$ cat config.mk
export PLATFORM = sky130hd
export DESIGN_NAME = pc_sequencer_flat
export DESIGN_NICKNAME = d
export VERILOG_FILES = /design/src/rtl/pc_sequencer_if.sv /design/src/rtl/pc_sequencer.sv /design/src/flat_wrapper.sv
export SDC_FILE = /design/constraint.sdc
export NUM_CORES = 1
export LEC_CHECK = 0
export BUFFER_PORTS_ARGS = -buffer_cell sky130_fd_sc_hd__buf_2
export CORE_MARGIN = 3
export CORE_UTILIZATION = 25
export CTS_CLUSTER_SIZE = 14
export DETAILED_ROUTE_END_ITERATION = 12
export SETUP_SLACK_MARGIN = 0.4
export SLEW_MARGIN = 20
export SYNTH_ARGS = -nofsm -noshare
export SYNTH_HDL_FRONTEND = slang
export SYNTH_SLANG_ARGS = --single-unit
export TNS_END_PERCENT = 100
$ cat constraint.sdc
create_clock -name clk -period 6.48 [get_ports clk]
set_clock_uncertainty 0.2 [all_clocks]
set_input_delay 1.944 -clock clk [delete_from_list [all_inputs] [get_ports clk]]
set_output_delay 1.944 -clock clk [all_outputs]
set_load 0.02 [all_outputs]
$ cat src/rtl/pc_sequencer_if.sv
// Request/response channels between the pc sequencer and its fetch, execute and branch units.
// Each channel is a level request (X_en) answered by a done strobe plus its data.
interface pc_sequencer_if;
  logic        fetch_en;
  logic        fetch_done;
  logic [31:0] fetch_instr;
  logic        exec_en;
  logic        exec_done;
  logic        is_branch;
  logic        branch_en;
  logic        branch_done;
  logic [31:0] branch_pc;

  modport master (
    output fetch_en, exec_en, branch_en,
    input  fetch_done, fetch_instr, exec_done, is_branch, branch_done, branch_pc
  );

  modport slave (
    input  fetch_en, exec_en, branch_en,
    output fetch_done, fetch_instr, exec_done, is_branch, branch_done, branch_pc
  );
endinterface

$ cat src/rtl/pc_sequencer.sv
// Instruction sequencer: drives fetch -> exec -> (branch) -> pc update with per-request timeouts.
// All outputs are registered; HALTED and ERROR are sticky until rst_n.
module pc_sequencer #(
  parameter logic [31:0] RESET_PC = 32'h0000_0000,
  parameter int unsigned TIMEOUT  = 64
) (
  input  logic           clk,
  input  logic           rst_n,
  input  logic           start,
  input  logic           halt_req,
  pc_sequencer_if.master bus,
  output logic [31:0]    pc,
  output logic [31:0]    instr,
  output logic           busy,
  output logic           halted,
  output logic           error
);

  localparam int unsigned CW = (TIMEOUT < 2) ? 1 : $clog2(TIMEOUT);
  localparam logic [CW-1:0] CNT_LAST = CW'(TIMEOUT - 1);
  localparam logic [31:0] HALT_WORD = 32'hFFFF_FFFF;

  typedef enum logic [2:0] {
    S_IDLE, S_FETCH, S_EXEC, S_BRANCH, S_UPDATE, S_HALTED, S_ERROR
  } state_t;

  state_t        state, state_d;
  logic          fetch_en_q, exec_en_q, branch_en_q;
  logic          fetch_en_d, exec_en_d, branch_en_d;
  logic [CW-1:0] cnt, cnt_d;
  logic [31:0]   next_pc, next_pc_d;
  logic [31:0]   pc_d, instr_d;
  logic          halt_pend, halt_pend_d;

  assign bus.fetch_en  = fetch_en_q;
  assign bus.exec_en   = exec_en_q;
  assign bus.branch_en = branch_en_q;

  // A request level rises only once done has been seen low since entering the
  // state, so a stale done left over from a previous transfer is never taken
  // as completion. Entering a request state samples done on that same edge.
  always_comb begin
    // NOTE: every output of this block gets a default first so no path can infer a latch.
    state_d     = state;
    fetch_en_d  = 1'b0;
    exec_en_d   = 1'b0;
    branch_en_d = 1'b0;
    cnt_d       = cnt;
    next_pc_d   = next_pc;
    pc_d        = pc;
    instr_d     = instr;

    unique case (state)
      S_IDLE: begin
        if (start) begin
          state_d    = S_FETCH;
          fetch_en_d = !bus.fetch_done;
          cnt_d      = '0;
        end
      end

      S_FETCH: begin
        if (fetch_en_q && bus.fetch_done) begin
          instr_d = bus.fetch_instr;
          cnt_d   = '0;
          if (bus.fetch_instr == HALT_WORD) begin
            state_d = S_HALTED;
          end else begin
            state_d   = S_EXEC;
            exec_en_d = !bus.exec_done;
          end
        end else if (cnt == CNT_LAST) begin
          state_d = S_ERROR;
        end else begin
          fetch_en_d = fetch_en_q || !bus.fetch_done;
          cnt_d      = cnt + CW'(1);
        end
      end

      S_EXEC: begin
        if (exec_en_q && bus.exec_done) begin
          cnt_d = '0;
          if (bus.is_branch) begin
            state_d     = S_BRANCH;
            branch_en_d = !bus.branch_done;
          end else begin
            state_d   = S_UPDATE;
            next_pc_d = pc + 32'd4;
          end
        end else if (cnt == CNT_LAST) begin
          state_d = S_ERROR;
        end else begin
          exec_en_d = exec_en_q || !bus.exec_done;
          cnt_d     = cnt + CW'(1);
        end
      end

      S_BRANCH: begin
        if (branch_en_q && bus.branch_done) begin
          cnt_d     = '0;
          state_d   = S_UPDATE;
          next_pc_d = bus.branch_pc;
        end else if (cnt == CNT_LAST) begin
          state_d = S_ERROR;
        end else begin
          branch_en_d = branch_en_q || !bus.branch_done;
          cnt_d       = cnt + CW'(1);
        end
      end

      S_UPDATE: begin
        pc_d  = next_pc;
        cnt_d = '0;
        if (halt_pend || halt_req) begin
          state_d = S_IDLE;
        end else begin
          state_d    = S_FETCH;
          fetch_en_d = !bus.fetch_done;
        end
      end

      S_HALTED, S_ERROR: ;

      default: state_d = S_ERROR;
    endcase

    // A halt seen while running is held until the sequencer parks in IDLE.
    halt_pend_d = (state_d == S_IDLE) ? 1'b0 : (halt_pend || (busy && halt_req));
  end

  always_ff @(posedge clk or negedge rst_n) begin
    if (!rst_n) begin
      state       <= S_IDLE;
      fetch_en_q  <= 1'b0;
      exec_en_q   <= 1'b0;
      branch_en_q <= 1'b0;
      cnt         <= '0;
      next_pc     <= RESET_PC;
      pc          <= RESET_PC;
      instr       <= '0;
      halt_pend   <= 1'b0;
      busy        <= 1'b0;
      halted      <= 1'b0;
      error       <= 1'b0;
    end else begin
      // NOTE: state is updated with non-blocking assignments so every flop sees pre-edge values.
      state       <= state_d;
      fetch_en_q  <= fetch_en_d;
      exec_en_q   <= exec_en_d;
      branch_en_q <= branch_en_d;
      cnt         <= cnt_d;
      next_pc     <= next_pc_d;
      pc          <= pc_d;
      instr       <= instr_d;
      halt_pend   <= halt_pend_d;
      busy        <= state_d inside {S_FETCH, S_EXEC, S_BRANCH, S_UPDATE};
      halted      <= (state_d == S_HALTED);
      error       <= (state_d == S_ERROR);
    end
  end

endmodule

$ cat src/flat_wrapper.sv
// flat-port wrapper written by rule: the top's interface ports become plain ports
module pc_sequencer_flat 
#(
  parameter logic [31:0] RESET_PC = 32'h0000_0000,
  parameter int unsigned TIMEOUT  = 64
)
  (clk, rst_n, start, halt_req, pc, instr, busy, halted, error, bus_fetch_en, bus_exec_en, bus_branch_en, bus_fetch_done, bus_fetch_instr, bus_exec_done, bus_is_branch, bus_branch_done, bus_branch_pc);
  pc_sequencer_if bus_i ();
  input  logic clk;
  input  logic rst_n;
  input  logic start;
  input  logic halt_req;
  output logic [31:0] pc;
  output logic [31:0] instr;
  output logic busy;
  output logic halted;
  output logic error;
  output wire logic [$bits(bus_i.fetch_en)-1:0] bus_fetch_en;
  output wire logic [$bits(bus_i.exec_en)-1:0] bus_exec_en;
  output wire logic [$bits(bus_i.branch_en)-1:0] bus_branch_en;
  input wire logic [$bits(bus_i.fetch_done)-1:0] bus_fetch_done;
  input wire logic [$bits(bus_i.fetch_instr)-1:0] bus_fetch_instr;
  input wire logic [$bits(bus_i.exec_done)-1:0] bus_exec_done;
  input wire logic [$bits(bus_i.is_branch)-1:0] bus_is_branch;
  input wire logic [$bits(bus_i.branch_done)-1:0] bus_branch_done;
  input wire logic [$bits(bus_i.branch_pc)-1:0] bus_branch_pc;
  assign bus_fetch_en = bus_i.fetch_en;
  assign bus_exec_en = bus_i.exec_en;
  assign bus_branch_en = bus_i.branch_en;
  assign bus_i.fetch_done = bus_fetch_done;
  assign bus_i.fetch_instr = bus_fetch_instr;
  assign bus_i.exec_done = bus_exec_done;
  assign bus_i.is_branch = bus_is_branch;
  assign bus_i.branch_done = bus_branch_done;
  assign bus_i.branch_pc = bus_branch_pc;
  pc_sequencer #(.RESET_PC(RESET_PC), .TIMEOUT(TIMEOUT)) u_core (.clk(clk), .rst_n(rst_n), .start(start), .halt_req(halt_req), .bus(bus_i), .pc(pc), .instr(instr), .busy(busy), .halted(halted), .error(error));
endmodule
==> impl.org <==
** Clock tree
- Clock tree buffer depth :: 2
- In this run the number of H-tree levels came out at 3.
- After clock tree synthesis, the setup repair step added 0 buffers.
- Clk Latency, worst-skew pair :: 0.35 ns
- Clock tree synthesis found a total of about 110 sinks.
- TritonCTS clock tree :: built
- Buffers inserted to repair hold after CTS numbered 0.
- After clock tree synthesis, the clock-pin slew on the worst setup and hold paths is approximately 0.080 ns.
- Number of instances resized during post-cts repair :: 0
- Root Buffer :: sky130_fd_sc_hd__clkbuf_16
- TritonCTS Buffers :: 9

** Timing
- Final setup viols :: 0
- Sum of negative setup slack :: 0 ns
- Final slew viol count :: 0
- Worst Tran Pin Value :: 1.05 ns
- Measured against its own limit, the worst slew margin works out to roughly 30%.
- Count of final hold-check violations :: 0
- Max frequency :: 275 MHz
- Time the final worst path needs with I/O delays and setup :: 3.63 ns
- The worst path uses 56.0% of the clock period.
- Setup repair after global routing left no endpoint under its margin.

** Logic synthesis
- Synthesis inferred 112 register bits.
- Syn Inst Count :: 494
- Fraction of the mapped netlist area in adder cells :: 0.468%
- Sequential share of the synthesized area :: 52.4%
- Average footprint of a synthesized cell :: 10.8 um^2
- Main combinational cell family by area after synthesis :: multiplexers
- Of all flip-flops after synthesis, the portion carrying an async set or reset was 100%.
- After synthesis the cells add up to between 5000 and 6000 um^2.
- Number of enable flip-flop cells after synthesis :: 0
- The number of nets handed over by synthesis was 568.
- Yosys mapped the design onto 46 distinct sky130hd cell types.
- XOR/XNOR share of the synthesized area :: 4.26%
- Among all flip-flop cells after synthesis, the most frequent one is sky130_fd_sc_hd__dfrtp_1.
- Post-synthesis mux area share :: 16.6%
- Compound-cell area share of the yosys netlist :: 9.50%
- For this run, the number of Yosys warnings is 0.
- Summing the areas of all and, or, nand and nor instances in the mapped netlist gives 14.3% of the synthesized area.

** Die
- Number of rows created at floorplan :: 52
- From bottom edge to top edge, the die measures 152 um.
- Initial cell density of the core :: about 26%
- The core region is 20,600 um^2.
- The die is 152 um wide.
- For this design the top-level I/O count stands at 142.
- The die covers 23,200 um^2.

** Detailed routing
- The pre-antenna-repair detailed-routing pass consisted of 4 iterations.
- The final layout contains routed wiring with a total length of 13,900 um.
- In the routed layout, each cell is associated on average with a via count of 4.62.
- The detail route stage leaves a number of antenna-violating nets equal to 0.
- Detailed routing inserted a total of 4,174 vias.
- WL per Instance :: 15.4 um
- For this block, the initial DRC count from the detailed router was between 200 and 250.
- Number of DRC violations after detailed routing :: 0

** GRT
- The via count of the first global-routing pass is 4,043.
- Global routing consumed, on the met1 layer, roughly 16% of the routing resources.
- For this run, global-route usage on met2 was measured as 19.1%.
- Largest net degree at the start of global routing :: 66
- GRT met3 Usage :: 2.36%
- Total GRT Usage :: 11.9%
- The first global-routing pass estimated 22,400 um of wire.
- Antenna violations before repair :: 0
- Overflow left after global routing :: 0
- Most utilized layer in the global route result :: met2

** Worst setup path
- STA classifies the critical path endpoint as a flip-flop.
- On the critical path the largest part of the delay comes from compound AO/OA/AOI/OAI gates.
- The worst setup path is of the in -> reg kind.
- Arrival time reported for the critical path endpoint :: 3.68 ns
- Max stage delay on crit path :: around 0.48 ns
- Biggest fanout along the worst timing path :: 65
- STA classifies the critical path startpoint as a primary input.
- Walking the worst path, the cells encountered are buf_2 > or2_2 > a221oi_1 > a211oi_2 > o211ai_1 > buf_4 > a211oi_1 > a21o_1.
- In this run the register-to-register setup slack is around 3.4 ns.
- Number of buffers and inverters on the critical path :: 2
- Slowest CP cell :: sky130_fd_sc_hd__buf_4
- Data required time of the worst path :: 6.53 ns

** Power
- Leak Pwr :: 3.31 nW
- Dividing total power by cell area gives a power density of 200 nW/um^2.
- IR analysis of the VDD net gives a maximum drop of about 110 uV.

** Final layout
- Core Util, Final :: 32.3%
- The area growth from synthesis to layout is 24.7%.
- Diode count :: 0
- Once layout is done, the placed cells without fillers occupy 6670 um^2.
- In the final layout, the multi-input gates occupy 2430 um^2.
- For this run, the post-layout net count is 703.
- The sequential cells in the finished layout cover a total of 2800 um^2.
- Of the cells placed in the final design, the portion with a size suffix greater than 1 is between 30 and 40%.
- The layout has 2,114 filler cells.

** Min path
- The tightest min-delay check is of the reg -> reg type.

** Placed design
- Detailed placement HPWL :: 10,100 um
- After detailed placement, the total cell area comes to between 6000 and 7000 um^2.
- Number of port buffers :: between 100 and 150
- Routability-driven placement finished with a final weighted congestion of 0.828.

** Run
- The tool flagged a number of max-cap violations equal to 0.

** Outcome
- Status :: completed
-- layout make-up --
class / instances / share of cell area (%)
tap: 270 / 5.07
clock inverter: 5 / 0.957
timing repair buffer: 146 / 11.2
clock buffer: 11 / 3.79
multi-input combinational: 350 / 36.4
inverter: 10 / 0.563
sequential: 112 / 42.0
-- through the flow --
step | setup WS, ns | hold WS [ns] | std cells | total power [W]
6_report | 2.85 | 0.277 | 904 | 0.00133
3_3_place_gp | 2.50 | 0.256 | 888 | 0.000756
4_1_cts | 2.83 | 0.282 | 904 | 0.00135
2_1_floorplan | 2.90 | 0.244 | 494 | 0.000714
3_5_place_dp | 2.46 | 0.265 | 888 | 0.000756
5_1_grt | 2.68 | 0.301 | 904 | 0.00139
-- flip-flops by register name, indices dropped and copies added, names as in the netlist --
register	cells
u_core.busy	1
u_core.halt_pend	1
u_core.bus.fetch_en	1
u_core.halted	1
u_core.state	3
u_core.bus.exec_en	1
u_core.bus.branch_en	1
u_core.error	1
u_core.next_pc	32
u_core.pc	32
u_core.instr	32
u_core.cnt	6
-- worst register-to-register path: cells and delay by family (launching register included) --
family           cells  cell delay, ns
AO/OA/AOI/OAI        1            0.10
flip-flops           1            0.70
AND/OR/NAND/NOR      4            1.92
-- synthesized netlist by cell type (all sizes together), types with 10 or more instances --
library cell	number	share of area, %
xnor2	23	3.8
nand4	19	2.5
o21ai	49	4.6
clkbuf	13	0.91
a21oi	17	1.6
inv	10	0.70
nor2	24	1.7
dfrtp	112	52
mux2i	20	3.7
mux2	61	13
nand3	18	1.7
nand2	60	4.3
-- cell families after synthesis --
logic type               after synthesis
AO/OA/AOI/OAI                         88
buffers and inverters                 32
XOR/XNOR                              26
multiplexers                          81
flip-flops                           112
adder cells (fa/ha/maj)                2
AND/OR/NAND/NOR                      153
-- routing by layer --
| metal | vias up | wire length (um) |
|---|---|---|
| li1 | 2031 | - |
| met3 | 14 | 671 |
| met1 | 2026 | 6450 |
| met4 | 0 | 223 |
| met5 | - | 0 |
| met2 | 103 | 6550 |
-- path summary, 6_finish.rpt --
check	from	to	depth (start not counted)
worst min register to register	u_core.next_pc[10]$_DFFE_PN0P_	u_core.next_pc[10]$_DFFE_PN0P_	1
worst max-delay path	halt_req	u_core.next_pc[10]$_DFFE_PN0P_	8
worst min-delay path	u_core.next_pc[10]$_DFFE_PN0P_	u_core.next_pc[10]$_DFFE_PN0P_	1
min in group asynchronous	rst_n	u_core.instr[10]$_DFFE_PN0P_	1
worst max register to register	u_core.state[0]$_DFF_PN0_	u_core.busy$_DFF_PN0_	5
max in group asynchronous	rst_n	u_core.next_pc[20]$_DFFE_PN0P_	2
-- where the power goes --
part	internal [W]	leakage (nW)	switching, W
Combinational	0.0000170	1.61	0.0000251
Sequential	0.000698	1.55	0
Clock	0.000324	0.146	0.000269
-- cell usage in the layout, fill, tap and decap left out, types with 2 or more instances in the layout --
master and instances:
sky130_fd_sc_hd__clkbuf_8 2, sky130_fd_sc_hd__nand4_1 18, sky130_fd_sc_hd__nand2_1 59, sky130_fd_sc_hd__a21oi_1 17, sky130_fd_sc_hd__nand2b_1 3, sky130_fd_sc_hd__a31oi_1 4
sky130_fd_sc_hd__nor4_1 4, sky130_fd_sc_hd__nor3_1 8, sky130_fd_sc_hd__clkbuf_16 9, sky130_fd_sc_hd__xor2_1 3, sky130_fd_sc_hd__inv_1 10, sky130_fd_sc_hd__nor2b_1 2
sky130_fd_sc_hd__a211oi_1 2, sky130_fd_sc_hd__mux2_2 61, sky130_fd_sc_hd__mux2i_1 20, sky130_fd_sc_hd__o21a_1 2, sky130_fd_sc_hd__nand3_1 18, sky130_fd_sc_hd__nor2_1 24
sky130_fd_sc_hd__buf_2 140, sky130_fd_sc_hd__a21o_1 2, sky130_fd_sc_hd__o21ai_0 48, sky130_fd_sc_hd__and3_1 4, sky130_fd_sc_hd__a22o_1 3, sky130_fd_sc_hd__xnor2_1 23
sky130_fd_sc_hd__buf_4 6, sky130_fd_sc_hd__dfrtp_1 112, sky130_fd_sc_hd__clkinvlp_4 3, sky130_fd_sc_hd__and2_1 2, sky130_fd_sc_hd__ha_1 2
Power figures use the tool's default switching activity.
